## src/rtl/fetch_unit_pkg.sv

```systemverilog
// Shared fetch-stage types: prefetch entry layout, FSM states,
// alignment mask and counter width.
package fetch_unit_pkg;

  localparam logic [31:0] INSTR_ALIGN_MASK = 32'hFFFF_FFFC;

  // Wide enough for repeated redirects piling up stale responses.
  localparam int CNT_W = 8;

  typedef struct packed {
    logic [31:0] pc;
    logic [31:0] instr;
    logic        err;
  } fetch_entry_t;

  typedef enum logic [1:0] {
    IDLE  = 2'd0,
    FETCH = 2'd1,
    HOLD  = 2'd2
  } fetch_state_e;

  function automatic logic [31:0] align_pc(
    input logic [31:0] a
  );
    return a & INSTR_ALIGN_MASK;
  endfunction

endpackage

```

## src/rtl/fetch_fifo.sv

```systemverilog
// Prefetch FIFO: registered head, push/pop/clear, occupancy count.
// Ports: clear, push/push_data, pop, count, valid, head.
module fetch_fifo
  import fetch_unit_pkg::*;
#(
  parameter int          DEPTH  = 2,
  parameter logic [31:0] RST_PC = 32'h0,
  localparam int         PW     = $clog2(DEPTH),
  localparam int         CW     = PW + 1
) (
  input  logic          clk,
  input  logic          reset_n,
  input  logic          clear,
  input  logic          push,
  input  fetch_entry_t  push_data,
  input  logic          pop,
  output logic [CW-1:0] count,
  output logic          valid,
  output fetch_entry_t  head
);

  localparam logic [CW-1:0] DEPTH_C = CW'(DEPTH);

  localparam fetch_entry_t RST_ENTRY = '{
    pc:    RST_PC,
    instr: 32'h0,
    err:   1'b0
  };

  fetch_entry_t  mem [DEPTH];
  logic [PW-1:0] rd_ptr;
  logic [PW-1:0] wr_ptr;
  logic          do_push;
  logic          do_pop;

  assign valid   = (count != '0);
  assign head    = mem[rd_ptr];
  assign do_pop  = pop & valid;
  // A full FIFO still accepts a push when the head leaves.
  assign do_push = push & ((count != DEPTH_C) | do_pop);

  always_ff @(posedge clk or negedge reset_n) begin
    if (!reset_n) begin
      rd_ptr <= '0;
      wr_ptr <= '0;
      count  <= '0;
      for (int i = 0; i < DEPTH; i++) begin
        mem[i] <= RST_ENTRY;
      end
    end else if (clear) begin
      rd_ptr <= '0;
      wr_ptr <= '0;
      count  <= '0;
    end else begin
      if (do_push) begin
        mem[wr_ptr] <= push_data;
        wr_ptr      <= wr_ptr + PW'(1);
      end
      if (do_pop) begin
        rd_ptr <= rd_ptr + PW'(1);
      end
      count <= count + CW'(do_push) - CW'(do_pop);
    end
  end

endmodule

```

## src/rtl/fetch_unit.sv

```systemverilog
// Fetch stage: PC generation, instruction bus master, prefetch FIFO.
// Ports: redirect/flush/stall in, instr_* bus, ID head + handshake.
module fetch_unit
  import fetch_unit_pkg::*;
#(
  parameter logic [31:0] BOOT_ADDR  = 32'h0000_0000,
  parameter int          FIFO_DEPTH = 2
) (
  input  logic        clk,
  input  logic        reset_n,
  input  logic        set_pc_valid,
  input  logic [31:0] set_pc,
  input  logic        flush_F,
  input  logic        stall_F,
  output logic        instr_req,
  output logic [31:0] instr_addr,
  input  logic        instr_gnt,
  input  logic        instr_rvalid,
  input  logic [31:0] instr_rdata,
  input  logic        instr_err,
  input  logic        id_ready,
  output logic        instr_valid_id,
  output logic [31:0] instr_id,
  output logic [31:0] pc_if,
  output logic        instr_acs_fault_id
);

  localparam int PW  = $clog2(FIFO_DEPTH);
  localparam int FCW = PW + 1;

  localparam logic [CNT_W-1:0] DEPTH_C =
    CNT_W'(FIFO_DEPTH);

  fetch_state_e     state;
  fetch_state_e     state_n;
  logic [31:0]      fetch_addr;
  logic [31:0]      fetch_addr_n;
  logic [31:0]      hold_addr;
  logic [31:0]      restart_pc;
  logic [CNT_W-1:0] outstanding;
  logic [CNT_W-1:0] outstanding_n;
  logic [CNT_W-1:0] discard;
  logic [CNT_W-1:0] discard_n;
  logic [31:0]      pcq [FIFO_DEPTH];
  logic [PW-1:0]    pcq_rd;
  logic [PW-1:0]    pcq_wr;
  logic [FCW-1:0]   fifo_cnt;
  logic             fifo_valid;
  fetch_entry_t     head;
  fetch_entry_t     push_data;
  logic             redirect;
  logic             room;
  logic             grant;
  logic             grant_kept;
  logic             grant_drop;
  logic             resp_keep;
  logic             resp_drop;
  logic             push;
  logic             pop;

  assign redirect = set_pc_valid | flush_F;

  // Cap covers both in-flight and buffered fetches.
  assign room =
    (outstanding + CNT_W'(fifo_cnt)) < DEPTH_C;

  always_comb begin
    state_n   = state;
    instr_req = 1'b0;
    unique case (state)
      IDLE: begin
        state_n = FETCH;
      end
      FETCH: begin
        instr_req = room;
        // Ungranted request must keep its address.
        if (redirect && room && !instr_gnt) begin
          state_n = HOLD;
        end
      end
      HOLD: begin
        instr_req = 1'b1;
        if (instr_gnt) begin
          state_n = FETCH;
        end
      end
      default: begin
        state_n = IDLE;
      end
    endcase
  end

  assign instr_addr =
    (state == HOLD) ? hold_addr : fetch_addr;

  assign grant      = instr_req & instr_gnt;
  assign grant_kept =
    grant & (state == FETCH) & !redirect;
  assign grant_drop = grant & !grant_kept;
  assign resp_drop  = instr_rvalid & (discard != '0);
  assign resp_keep  = instr_rvalid & (discard == '0);

  assign pcq_wr = pcq_rd + outstanding[PW-1:0];

  assign push = resp_keep & !redirect;
  assign pop  = fifo_valid & id_ready & !stall_F;

  assign push_data = '{
    pc:    pcq[pcq_rd],
    instr: instr_rdata,
    err:   instr_err
  };

  // Replay from the oldest instruction ID has not taken.
  always_comb begin
    restart_pc = fetch_addr;
    if (fifo_valid) begin
      restart_pc = head.pc;
    end else if (outstanding != '0) begin
      restart_pc = pcq[pcq_rd];
    end
  end

  always_comb begin
    fetch_addr_n = fetch_addr;
    if (set_pc_valid) begin
      fetch_addr_n = align_pc(set_pc);
    end else if (flush_F) begin
      fetch_addr_n = restart_pc;
    end else if (grant_kept) begin
      fetch_addr_n = fetch_addr + 32'd4;
    end
  end

  always_comb begin
    outstanding_n = outstanding
                  + CNT_W'(grant_kept)
                  - CNT_W'(resp_keep);
    discard_n     = discard
                  - CNT_W'(resp_drop)
                  + CNT_W'(grant_drop);
    // Everything still in flight becomes stale.
    if (redirect) begin
      discard_n     = discard_n + outstanding_n;
      outstanding_n = '0;
    end
  end

  always_ff @(posedge clk or negedge reset_n) begin
    if (!reset_n) begin
      state       <= IDLE;
      fetch_addr  <= align_pc(BOOT_ADDR);
      hold_addr   <= align_pc(BOOT_ADDR);
      outstanding <= '0;
      discard     <= '0;
      pcq_rd      <= '0;
      for (int i = 0; i < FIFO_DEPTH; i++) begin
        pcq[i] <= '0;
      end
    end else begin
      state       <= state_n;
      fetch_addr  <= fetch_addr_n;
      outstanding <= outstanding_n;
      discard     <= discard_n;
      if (state == FETCH && state_n == HOLD) begin
        hold_addr <= fetch_addr;
      end
      if (grant_kept) begin
        pcq[pcq_wr] <= fetch_addr;
      end
      if (redirect) begin
        pcq_rd <= '0;
      end else if (resp_keep) begin
        pcq_rd <= pcq_rd + PW'(1);
      end
    end
  end

  fetch_fifo #(
    .DEPTH  (FIFO_DEPTH),
    .RST_PC (align_pc(BOOT_ADDR))
  ) u_fifo (
    .clk       (clk),
    .reset_n   (reset_n),
    .clear     (redirect),
    .push      (push),
    .push_data (push_data),
    .pop       (pop),
    .count     (fifo_cnt),
    .valid     (fifo_valid),
    .head      (head)
  );

  assign instr_valid_id     = fifo_valid;
  assign instr_id           = head.instr;
  assign pc_if              = head.pc;
  assign instr_acs_fault_id = head.err;

endmodule

```

## config.mk

```make
export PLATFORM = sky130hd
export DESIGN_NAME = fetch_unit
export DESIGN_NICKNAME = d
export VERILOG_FILES = /design/src/rtl/fetch_unit_pkg.sv /design/src/rtl/fetch_fifo.sv /design/src/rtl/fetch_unit.sv
export SDC_FILE = /design/constraint.sdc
export NUM_CORES = 1
export LEC_CHECK = 0
export CAP_MARGIN = 25
export CORE_MARGIN = 3
export CORE_UTILIZATION = 55
export CTS_CLUSTER_DIAMETER = 100
export DETAILED_ROUTE_END_ITERATION = 10
export PLACE_DENSITY = 0.87
export SLEW_MARGIN = 20
export SYNTH_ARGS = -nofsm -noshare
export SYNTH_HDL_FRONTEND = slang
export SYNTH_SLANG_ARGS = --single-unit
```

## constraint.sdc

```tcl
create_clock -name clk -period 5.7 [get_ports clk]
set_input_delay 1.14 -clock clk [delete_from_list [all_inputs] [get_ports clk]]
set_output_delay 1.14 -clock clk [all_outputs]
set_load 0.005 [all_outputs]
```

==> results.py <==
metrics = {
    "sta": {
        "finalSetupViolations": 0,
        "worstMarginPinSlew_ps": 932,
        "slew_headroom_pct": 37.3,
        "rsz0062_at_grt": "no",
        "tns_ps": 0,
        "fin_crit_sh_pct": 85.2,
        "hold_viol_final": 0,
        "fmax_mhz": 206,
        "fin_crit_ps": 4860,
        "worst_clock_skew_ps": 18.0,
        "slew_violations": 0,
    },
    "placed_design": {
        "dp_hpwl_mm": 23.6,
        "portBuffers": 169,
        "gp_congestion": 0.847,
        "dp_cells": 1736,
    },
    "global_route": {
        "grt_usage_pct": 26.0,
        "overflow": 0,
        "antenna_found_initial": 0,
        "grt_first_pass_wirelength_mm": 59.7,
        "grt_pass1_vias": 11400,
        "grt_max_degree": 109,
    },
    "detailed_routing": {
        "viasPerCell": 6.06,
        "wl_per_cell_um": 20.9,
        "ant_nets": 0,
        "drt_wl_total_mm": 37.4,
        "first_pass_iters": 5,
        "drt_iter0_markers": 927,
        "drc": 0,
        "num_vias": 10800,
    },
    "floorplan": {
        "die_h_um": 168,
        "die_w_um": 168,
        "ios": 172,
        "start_util_pct": 56.7,
        "coreArea_sq_mm": 0.0255,
        "row_count": 58,
        "dieArea_sq_mm": 0.0283,
    },
    "critical_path": {
        "critPathKind": "flop to flop",
        "cp_data_arrival_time_ps": 5280,
        "endpoint_kind": "flop",
        "cp.required_ps": 6130,
        "startpoint_type": "flop",
        "cp_max_fo": 7,
    },
    "synthesis": {
        "syn_avg_cell_area_sq_um": 11.1,
        "synth_edf_count": 0,
        "synth-main-ff-cell": "dfrtp_1",
        "yosysSeqAreaShare_pct": 48.7,
        "yosys-top-cells-area": "dfrtp_1, mux2_2, ha_1, o21ai_0, a21oi_1",
        "syn_inst": 1305,
        "synth.distinct_cells": 62,
        "synth-seq-cells": 281,
        "yosys.area.top_type": "dfrtp_1",
        "synthArstFlopShare_pct": 100,
        "synth_nets": 1423,
        "netlist.area_leader.share_pct": 48.7,
        "synth_area_sq_mm": 0.0145,
        "ys_warn_count": 0,
    },
    "clocking": {
        "worst_skew_pair.late_latency_ps": 560,
        "post_cts_resized": 0,
        "clock_path_buffers": 3,
        "root_buffer": "clkbuf_16",
        "cts.sinks": 281,
        "cts-hold-fix-buffers": 0,
        "cts_buffers": 28,
        "path_clk_slew_ps": 70,
        "cts_setup_buffers": 0,
        "clock_tree.htree_level_count": 1,
        "cts_tree": "yes",
    },
    "layout": {
        "nets": 1555,
        "drive_gt1_share_pct": 22.4,
        "final_cells": 1788,
        "antenna_cells": 0,
        "syn_to_final_growth_pct": 20.8,
    },
    "status": {
        "status": "complete, no violations",
    },
    "pwr": {
        "leakage_nw": 7.95,
        "power_density_mw_per_mm2": 398,
        "power_mw": 6.95,
        "peakVddDrop_mv": 0.265,
    },
    "run": {
        "cap_violations": 0,
    },
    "worst_hold_path": {
        "hp-class": "flop to flop",
    },
}
## cell type report
type	count	area [sq um]
Timing Repair Buffer	190	1920
Inverter	39	146
Sequential cell	281	7030
Clock inverter	10	168
Fill cell	1773	8010
Clock buffer	41	840
Multi-Input combinational cell	897	6930
Tap cell	330	413
## cell families (layout without fill, tap and decap cells)
kind of cell / Yosys count / after routing / share of synthesized area (%)
multiplexers: 287 / 287 / 22.6
flip-flops: 281 / 281 / 48.7
AND/OR/NAND/NOR: 277 / 277 / 8.51
AO/OA/AOI/OAI: 250 / 250 / 10.1
buffers and inverters: 127 / 280 / 3.72
adder cells (fa/ha/maj): 45 / 45 / 4.10
XOR/XNOR: 38 / 38 / 2.30
## layer usage
| layer | part of all wire [%] | up-vias | track usage [%] | wire length (um) |
|---|---|---|---|---|
| met5 | 0 | - | 0 | 0 |
| met4 | 3.4 | 0 | 9.46 | 1290 |
| met3 | 8.1 | 90 | 6.72 | 3040 |
| met2 | 48 | 432 | 43.5 | 18100 |
| met1 | 40 | 5465 | 32.8 | 15000 |
| li1 | - | 4851 | - | - |
## synthesized netlist by cell type, drive strengths merged (2+ instances only)
master	instances
a211oi	10
a21o	5
a21oi	79
a221oi	10
a22oi	2
a31oi	9
and2	10
and3	4
and3b	2
buf	29
clkbuf	59
dfrtp	281
fa	4
ha	41
inv	39
mux2	253
mux2i	34
nand2	102
nand2b	4
nand3	19
nand4	7
nand4b	2
nor2	96
nor2b	9
nor3	10
nor4	9
o2111ai	2
o211ai	5
o21a	2
o21ai	102
o21bai	3
o22ai	3
o311ai	2
o31a	2
o31ai	2
xnor2	20
xor2	18
## worst paths after layout
kind,start,end,slack [ps],cells past startpoint
worst max-delay path,u_fifo.count[1],discard[7],840,22
worst min-delay path,u_fifo.mem[38],u_fifo.mem[38],480,2
worst max register to register,u_fifo.count[1],discard[7],840,22
worst min register to register,u_fifo.mem[38],u_fifo.mem[38],480,2
max in group asynchronous,reset_n,u_fifo.mem[78],3820,2
min in group asynchronous,reset_n,hold_addr[6],620,1
## critical path: stages (launching register included)
cell and delay (ps):
dfrtp_1 500, ha_1 290, a31o_2 230, a21o_1 180, a21oi_1 140, o2111a_2 370, a21oi_1 130, a211o_1 240
ha_1 270, inv_1 40, ha_1 200, fa_1 410, a21oi_1 140, nor2_1 50, nor2_1 140, o21ai_0 110
a21oi_1 180, xnor2_1 110, ha_1 220, o41ai_1 420, xnor2_1 160, nor2_1 70, xnor2_1 140
## where the power goes
group | leakage [nW] | switching, mW | internal, mW | total [mW]
Clock | 0.494 | 0.794 | 1.20 | 2.00
Sequential | 3.76 | 0.322 | 2.36 | 2.68
Combinational | 3.69 | 1.09 | 1.19 | 2.28
Total | 7.95 | 2.20 | 4.75 | 6.95
## flip-flops by register name (all words and copies together) (netlist names)
name           flops
discard            8
fetch_addr        32
hold_addr         32
outstanding        8
pcq               64
pcq_rd             1
state              2
u_fifo.count       2
u_fifo.mem       130
u_fifo.rd_ptr      1
u_fifo.wr_ptr      1
## cell usage in the layout, fill, tap and decap left out, types with 3 or more instances in the layout
master	netlist	final
mux2i_1	34	34
o22ai_1	3	3
a31oi_1	8	8
buf_4	6	16
and3_1	4	4
nor4_1	8	8
mux2_1	12	12
nand3_1	19	19
nor2_1	96	93
ha_1	41	40
o21bai_1	3	3
mux2_4	20	20
and2_1	10	10
a221oi_1	10	10
xor2_1	18	18
xnor2_1	20	20
o211ai_1	5	5
bufinv_16	0	4
o21ai_0	101	101
clkbuf_8	0	9
mux2_2	221	221
nor2b_1	9	7
nand2b_1	4	4
nand4_1	7	7
inv_1	39	39
buf_12	0	4
a211oi_1	10	10
dfrtp_1	281	279
a21o_1	5	5
fa_1	4	4
clkdlybuf4s50_1	0	168
clkbuf_1	57	4
clkinv_2	0	3
nand2_1	102	101
a21oi_1	79	79
nor3_1	10	10
clkbuf_16	0	28
## per-stage QoR
| step | utilization, % | setup WS [ps] | hold WS, ps | area [sq um] |
|---|---|---|---|---|
| 2_1_floorplan | - | 1040 | 444 | 14500 |
| 3_3_place_gp | 64.2 | 678 | 455 | 16400 |
| 3_5_place_dp | 64.5 | 622 | 465 | 16400 |
| 4_1_cts | 68.5 | 851 | 480 | 17400 |
| 5_1_grt | 68.5 | 481 | 504 | 17500 |
| 6_report | 68.5 | 843 | 477 | 17500 |
Note: power is estimated with default switching activity, not from simulation.
